File: config.mk
export PLATFORM = sky130hd
export DESIGN_NAME = instruction_fetch_stage
export DESIGN_NICKNAME = d
export VERILOG_FILES = /design/src/rtl/instruction_fetch_stage.sv
export SDC_FILE = /design/constraint.sdc
export NUM_CORES = 1
export LEC_CHECK = 0
export ABC_AREA = 1
export CELL_PAD_IN_SITES_DETAIL_PLACEMENT = 1
export CELL_PAD_IN_SITES_GLOBAL_PLACEMENT = 1
export CORE_MARGIN = 5
export CORE_UTILIZATION = 32
export DETAILED_ROUTE_END_ITERATION = 12
export GPL_TIMING_DRIVEN = 0
export PLACE_DENSITY = 0.78
export REMOVE_ABC_BUFFERS = 1
export SLEW_MARGIN = 20
export SYNTH_ARGS = -nofsm -noshare
export SYNTH_HDL_FRONTEND = slang
export SYNTH_SLANG_ARGS = --single-unit
File: constraint.sdc
create_clock -name Clk -period 1.8 [get_ports Clk]
set_clock_uncertainty 0.15 [all_clocks]
set_input_delay 0.36 -clock Clk [delete_from_list [all_inputs] [get_ports Clk]]
set_output_delay 0.36 -clock Clk [all_outputs]
set_load 0.01 [all_outputs]
File: src/rtl/instruction_fetch_stage.sv
// Instruction fetch stage: program counter plus IF/ID pipeline register.
// It drives the instruction-memory address and captures the returned word
// for decode. It also handles stall, flush and branch/jump redirect, and it
// keeps saturating counts of fetched instructions and of inserted bubbles.
module instruction_fetch_stage #(
  parameter logic [31:0] RESET_PC = 32'h0000_0000
) (
  input  logic        Clk,
  input  logic        Reset,
  input  logic        Stall,
  input  logic        Flush,
  input  logic        RedirectValid,
  input  logic [31:0] RedirectTarget,
  output logic [31:0] Address,
  input  logic [31:0] Instruction,
  output logic [31:0] IFID_Instruction,
  output logic [31:0] IFID_PCPlus4,
  output logic        IFID_Valid,
  output logic        MisalignedError,
  output logic [31:0] FetchCount,
  output logic [31:0] BubbleCount
);

  // Per-cycle action, listed in priority order: redirect > flush > stall > fetch.
  typedef enum logic [1:0] {
    ACT_FETCH,
    ACT_STALL,
    ACT_FLUSH,
    ACT_REDIRECT
  } action_e;

  localparam logic [31:0] NOP_WORD = 32'h0000_0000;  // sll $0,$0,0
  localparam logic [31:0] CNT_MAX  = 32'hFFFF_FFFF;

  action_e     action;
  logic [31:0] pc;
  logic [31:0] pc_plus4;

  // Address comes straight from the PC register, so no input reaches it combinationally.
  assign Address  = pc;
  // The carry out of bit 31 is dropped, so the PC wraps 0xFFFF_FFFC -> 0.
  assign pc_plus4 = pc + 32'd4;

  // Pick the single action for this edge from the control inputs.
  always_comb begin
    // NOTE: assign a default before any branch so that no path leaves the
    // signal unassigned; an unassigned path would infer a latch.
    action = ACT_FETCH;
    if (RedirectValid)  action = ACT_REDIRECT;
    else if (Flush)     action = ACT_FLUSH;
    else if (Stall)     action = ACT_STALL;
  end

  // PC and IF/ID register update.
  always_ff @(posedge Clk or negedge Reset) begin
    // NOTE: sequential state uses non-blocking assignments, so every register
    // samples the pre-edge values no matter what order the statements are in.
    if (!Reset) begin
      pc               <= RESET_PC;
      IFID_Instruction <= NOP_WORD;
      IFID_PCPlus4     <= 32'd0;
      IFID_Valid       <= 1'b0;
    end else begin
      case (action)
        ACT_REDIRECT: begin
          pc               <= {RedirectTarget[31:2], 2'b00};
          IFID_Instruction <= NOP_WORD;
          IFID_PCPlus4     <= 32'd0;
          IFID_Valid       <= 1'b0;
        end
        ACT_FLUSH: begin
          // The PC holds, so the squashed instruction is fetched again.
          IFID_Instruction <= NOP_WORD;
          IFID_PCPlus4     <= 32'd0;
          IFID_Valid       <= 1'b0;
        end
        ACT_STALL: ;
        default: begin
          pc               <= pc_plus4;
          IFID_Instruction <= Instruction;
          IFID_PCPlus4     <= pc_plus4;
          IFID_Valid       <= 1'b1;
        end
      endcase
    end
  end

  // Sticky flag: set when a redirect target is not word-aligned. Only reset clears it.
  always_ff @(posedge Clk or negedge Reset) begin
    if (!Reset)
      MisalignedError <= 1'b0;
    else if (action == ACT_REDIRECT && RedirectTarget[1:0] != 2'b00)
      MisalignedError <= 1'b1;
  end

  // Saturating statistics: valid fetches and bubbles written into IF/ID.
  always_ff @(posedge Clk or negedge Reset) begin
    if (!Reset) begin
      FetchCount  <= 32'd0;
      BubbleCount <= 32'd0;
    end else begin
      case (action)
        ACT_FETCH:
          if (FetchCount != CNT_MAX) FetchCount <= FetchCount + 32'd1;
        ACT_REDIRECT, ACT_FLUSH:
          if (BubbleCount != CNT_MAX) BubbleCount <= BubbleCount + 32'd1;
        default: ;
      endcase
    end
  end

endmodule

==> impl_results.md <==
* Status: finished with violations
* Failing checks: setup timing
* CTS sink count at 158
* Cell variety after synth at 36
* Tightest Pin Transition at between 600 and 700 ps
* Largest family of logic cells by synthesized area: simple AND/OR/NAND/NOR gates
* Sequential area share after synthesis at 0.444
* Post-route cell area at ~14000 sq um
* Critical Path Sink Type: flop
* Slew Limit Fails at 0
* CTS Root Cell: clkbuf_16
* RSZ-0062 raised after global routing: yes
* Endpoints failing setup at 58
* Die Y at 177 um
* CP required at 1970 ps
* Ys flop type: dfrtp_1
* Initial antenna violation count at 1
* Post-synth top area cell: dfrtp_1
* Worst slew margin at 0.574
* Synth Area in Adders at 0.00842
* Cells after synthesis at 1251
* Post-synthesis mux area share at 0
* Number of global-route vias before repair at 10476
* Yosys top cell area share at 0.444
* Mean post-synth cell area at 7.12 sq um
* CTS clock-pin slew for the worst setup and hold paths at 80 ps
* Area after DPL at ~12000 sq um
* Storage element area at approximately 4000 sq um
* Pleak at 6.90 nW
* HP Class: in2async
* Finished Core Util at 0.499
* Mapped cell area at 8910 sq um
* Number of max-cap violations at 0
* Row cnt at just over 60
* Total CTS buffers at 17
* PD cells at between 800 and 900 nW/um^2
* Most common cell after layout, fill and taps aside: nand2_1
* Multi-input logic area at 4990 sq um
* Worst-path fanout max at 15
* Max clock buf depth at 2
* Register bit total from synthesis at 158
* Most frequent cells in the layout: 530 x nand2_1, 157 x dlygate4sd2_1, 143 x nor2_1
* Worst vdd ir at 0.414 mV
* Worst reg2reg endpoint: FetchCount[22]
* Xor/xnor share of the synthesized area at 0.0334
* CP Launch Type: flop
* Share of cells above drive strength 1 at 0.210
* P&R area growth vs syn at 54.6%
* Synth area leaders: dfrtp_1 44%, nand2_1 24%, nor2_1 7.5%, a22o_1 3.6%, inv_1 2.9%
* Minimum clock period at 1870 ps
* Arr. time, crit path at 2040 ps
* DRC violations left at 0
* I/O pin total at 231
* Final Cycle Share at 1.04
* Routability congestion estimate at between 0.8 and 0.9
* CTS tree: done
* Starting density of the core at 0.323
* DR iter-0 viols at between 500 and 600
* # nets final at around 1700
* Cell Chain, Critical Path: buf_4 -> nand2_1 -> nor2_2 -> nand2_1 -> nor2_2 -> nand2_4 -> nand2_8 -> clkinv_16 -> nand2_1 -> nand2_1
* Clock Latency Late Sink at 440 ps
* Ys async rst share at 1.00
* Wire per inst at between 15 and 20 um
* DRT Wirelength at between 30 and 40 mm
* First-pass DRT Iterations at 5
* Die ar. at about 31000 sq um
* Worst r2r src: FetchCount[27]
* Global route overflow at 0
* Via density at 4.91
* Inst Count DP at between 1500 and 2000
* Crit path setup slack, layout at -71.2 ps
* Non-Filler Instances at a little under 2000
* R2R Setup Slk at -70 ps
* GRT Resource Usage Total at 0.228
* Critical Setup Path Class: reg2reg
* Final Hold Vio Count at 0
* First-pass GRT wire length at between 50 and 60 mm
* Post-DP HPWL at 22.4 mm
* F_max at 534 MHz
* FF-to-FF path depth at 10
* Most used cell, CP: nand2_1
* DR vias at 9665
* Post-synthesis simple-gate area fraction at 0.390
* CP max stage delay at around 400 ps
* Htree depth at 4
* Remaining antenna violation count after routing at 0
* Ys Warns at 0
* Core area at 27600 sq um
* Post-synth EDFFs at 0
* ANT cells at 0
* Slowest CP cell: dfrtp_2
* Buffers on Ports at 226
* Layout fillers at approximately 3400
* Largest net degree at the start of global routing at 86
* Die width at approximately 180 um
* Area fraction in compound gates after synthesis at 0.0681
-- kinds of logic after synthesis --
group,after synthesis
simple gates,849
buf+inv,112
compound gates,91
flops,158
fa+ha+maj,6
other cells,1
xor+xnor,34
-- worst max-delay path: cells and delay by family (launching register included) --
family / cells / cell delay [ps]
flip-flops: 1 / 400
AND/OR/NAND/NOR: 8 / 960
buffers and inverters: 2 / 230
-- flip-flops by register name, indices dropped and copies added, names as in the netlist --
name / count
BubbleCount: 32
FetchCount: 32
IFID_Instruction: 32
Address: 30
IFID_PCPlus4: 30
IFID_Valid: 1
MisalignedError: 1
-- worst max path at each step --
stage | start | endpoint | slack, ps | cells after the start
global route | FetchCount[27] | FetchCount[22] | -190 | 10
floorplan | Flush | IFID_PCPlus4[2] | -2300 | 7
detailed placement | Flush | Address[5] | -1660 | 7
CTS | FetchCount[11] | FetchCount[0] | -3 | 9
global placement | Reset | IFID_PCPlus4[25] | -6800 | 1
finish | FetchCount[27] | FetchCount[22] | -70 | 10
-- Yosys cell counts (2+ instances only) --
master / instances
a21oi_1: 19
a22o_1: 37
and2_1: 2
buf_2: 7
buf_4: 4
buf_6: 7
clkbuf_1: 22
dfrtp_1: 158
ha_1: 6
inv_1: 68
nand2_1: 573
nand2_2: 5
nand3_1: 41
nand3b_1: 26
nand4_1: 8
nor2_1: 177
nor2_2: 6
nor2_4: 4
nor3_1: 3
o21ai_0: 25
o21ai_1: 4
o21bai_1: 2
o22ai_1: 2
xnor2_1: 18
xor2_1: 16
-- timing repair --
item                                   4_1_cts  5_1_grt
endpoints found under the hold margin       73        0
gates resized for setup                    293      108
pin swaps                                   21       31
setup endpoints to repair                  315      130
gates cloned                                10        2
hold buffers                                 1        0
setup buffers                               76       26
-- per-layer routing --
layer | share of wire | up-vias | global-route usage
li1 | - | 4576 | -
met1 | 0.41 | 4783 | 0.264
met2 | 0.51 | 247 | 0.417
met3 | 0.057 | 57 | 0.0564
met4 | 0.024 | 2 | 0.0654
met5 | 0.00035 | - | 0
-- through the flow --
stage / worst slack, ps / TNS [ps] / power (W) / hold WS (ps)
2_1_floorplan: -2300 / -163360 / 0.00567 / -85.6
3_3_place_gp: -6800 / -1514280 / 0.00711 / 311
3_5_place_dp: -1660 / -173150 / 0.00723 / 227
4_1_cts: -2.60 / -2.60 / 0.0114 / 330
5_1_grt: -191 / -9370 / 0.0124 / 349
6_report: -71.2 / -2270 / 0.0118 / 315
-- power breakdown --
part | internal, W | switching (W) | total [W]
clock network | 0.00212 | 0.00175 | 0.00387
registers | 0.00395 | 0.000424 | 0.00437
logic | 0.00161 | 0.00193 | 0.00354
-- final cells by class --
class,instances,area share
Clock buffer,19,0.0321
Clock inverter,13,0.0113
Inverter,71,0.0246
Multi-Input combinational cell,987,0.362
Sequential cell,158,0.292
Tap cell,378,0.0343
Timing Repair Buffer,341,0.243
Timing Repair inverter,2,0.00145
(Power assumes the default switching activity.)
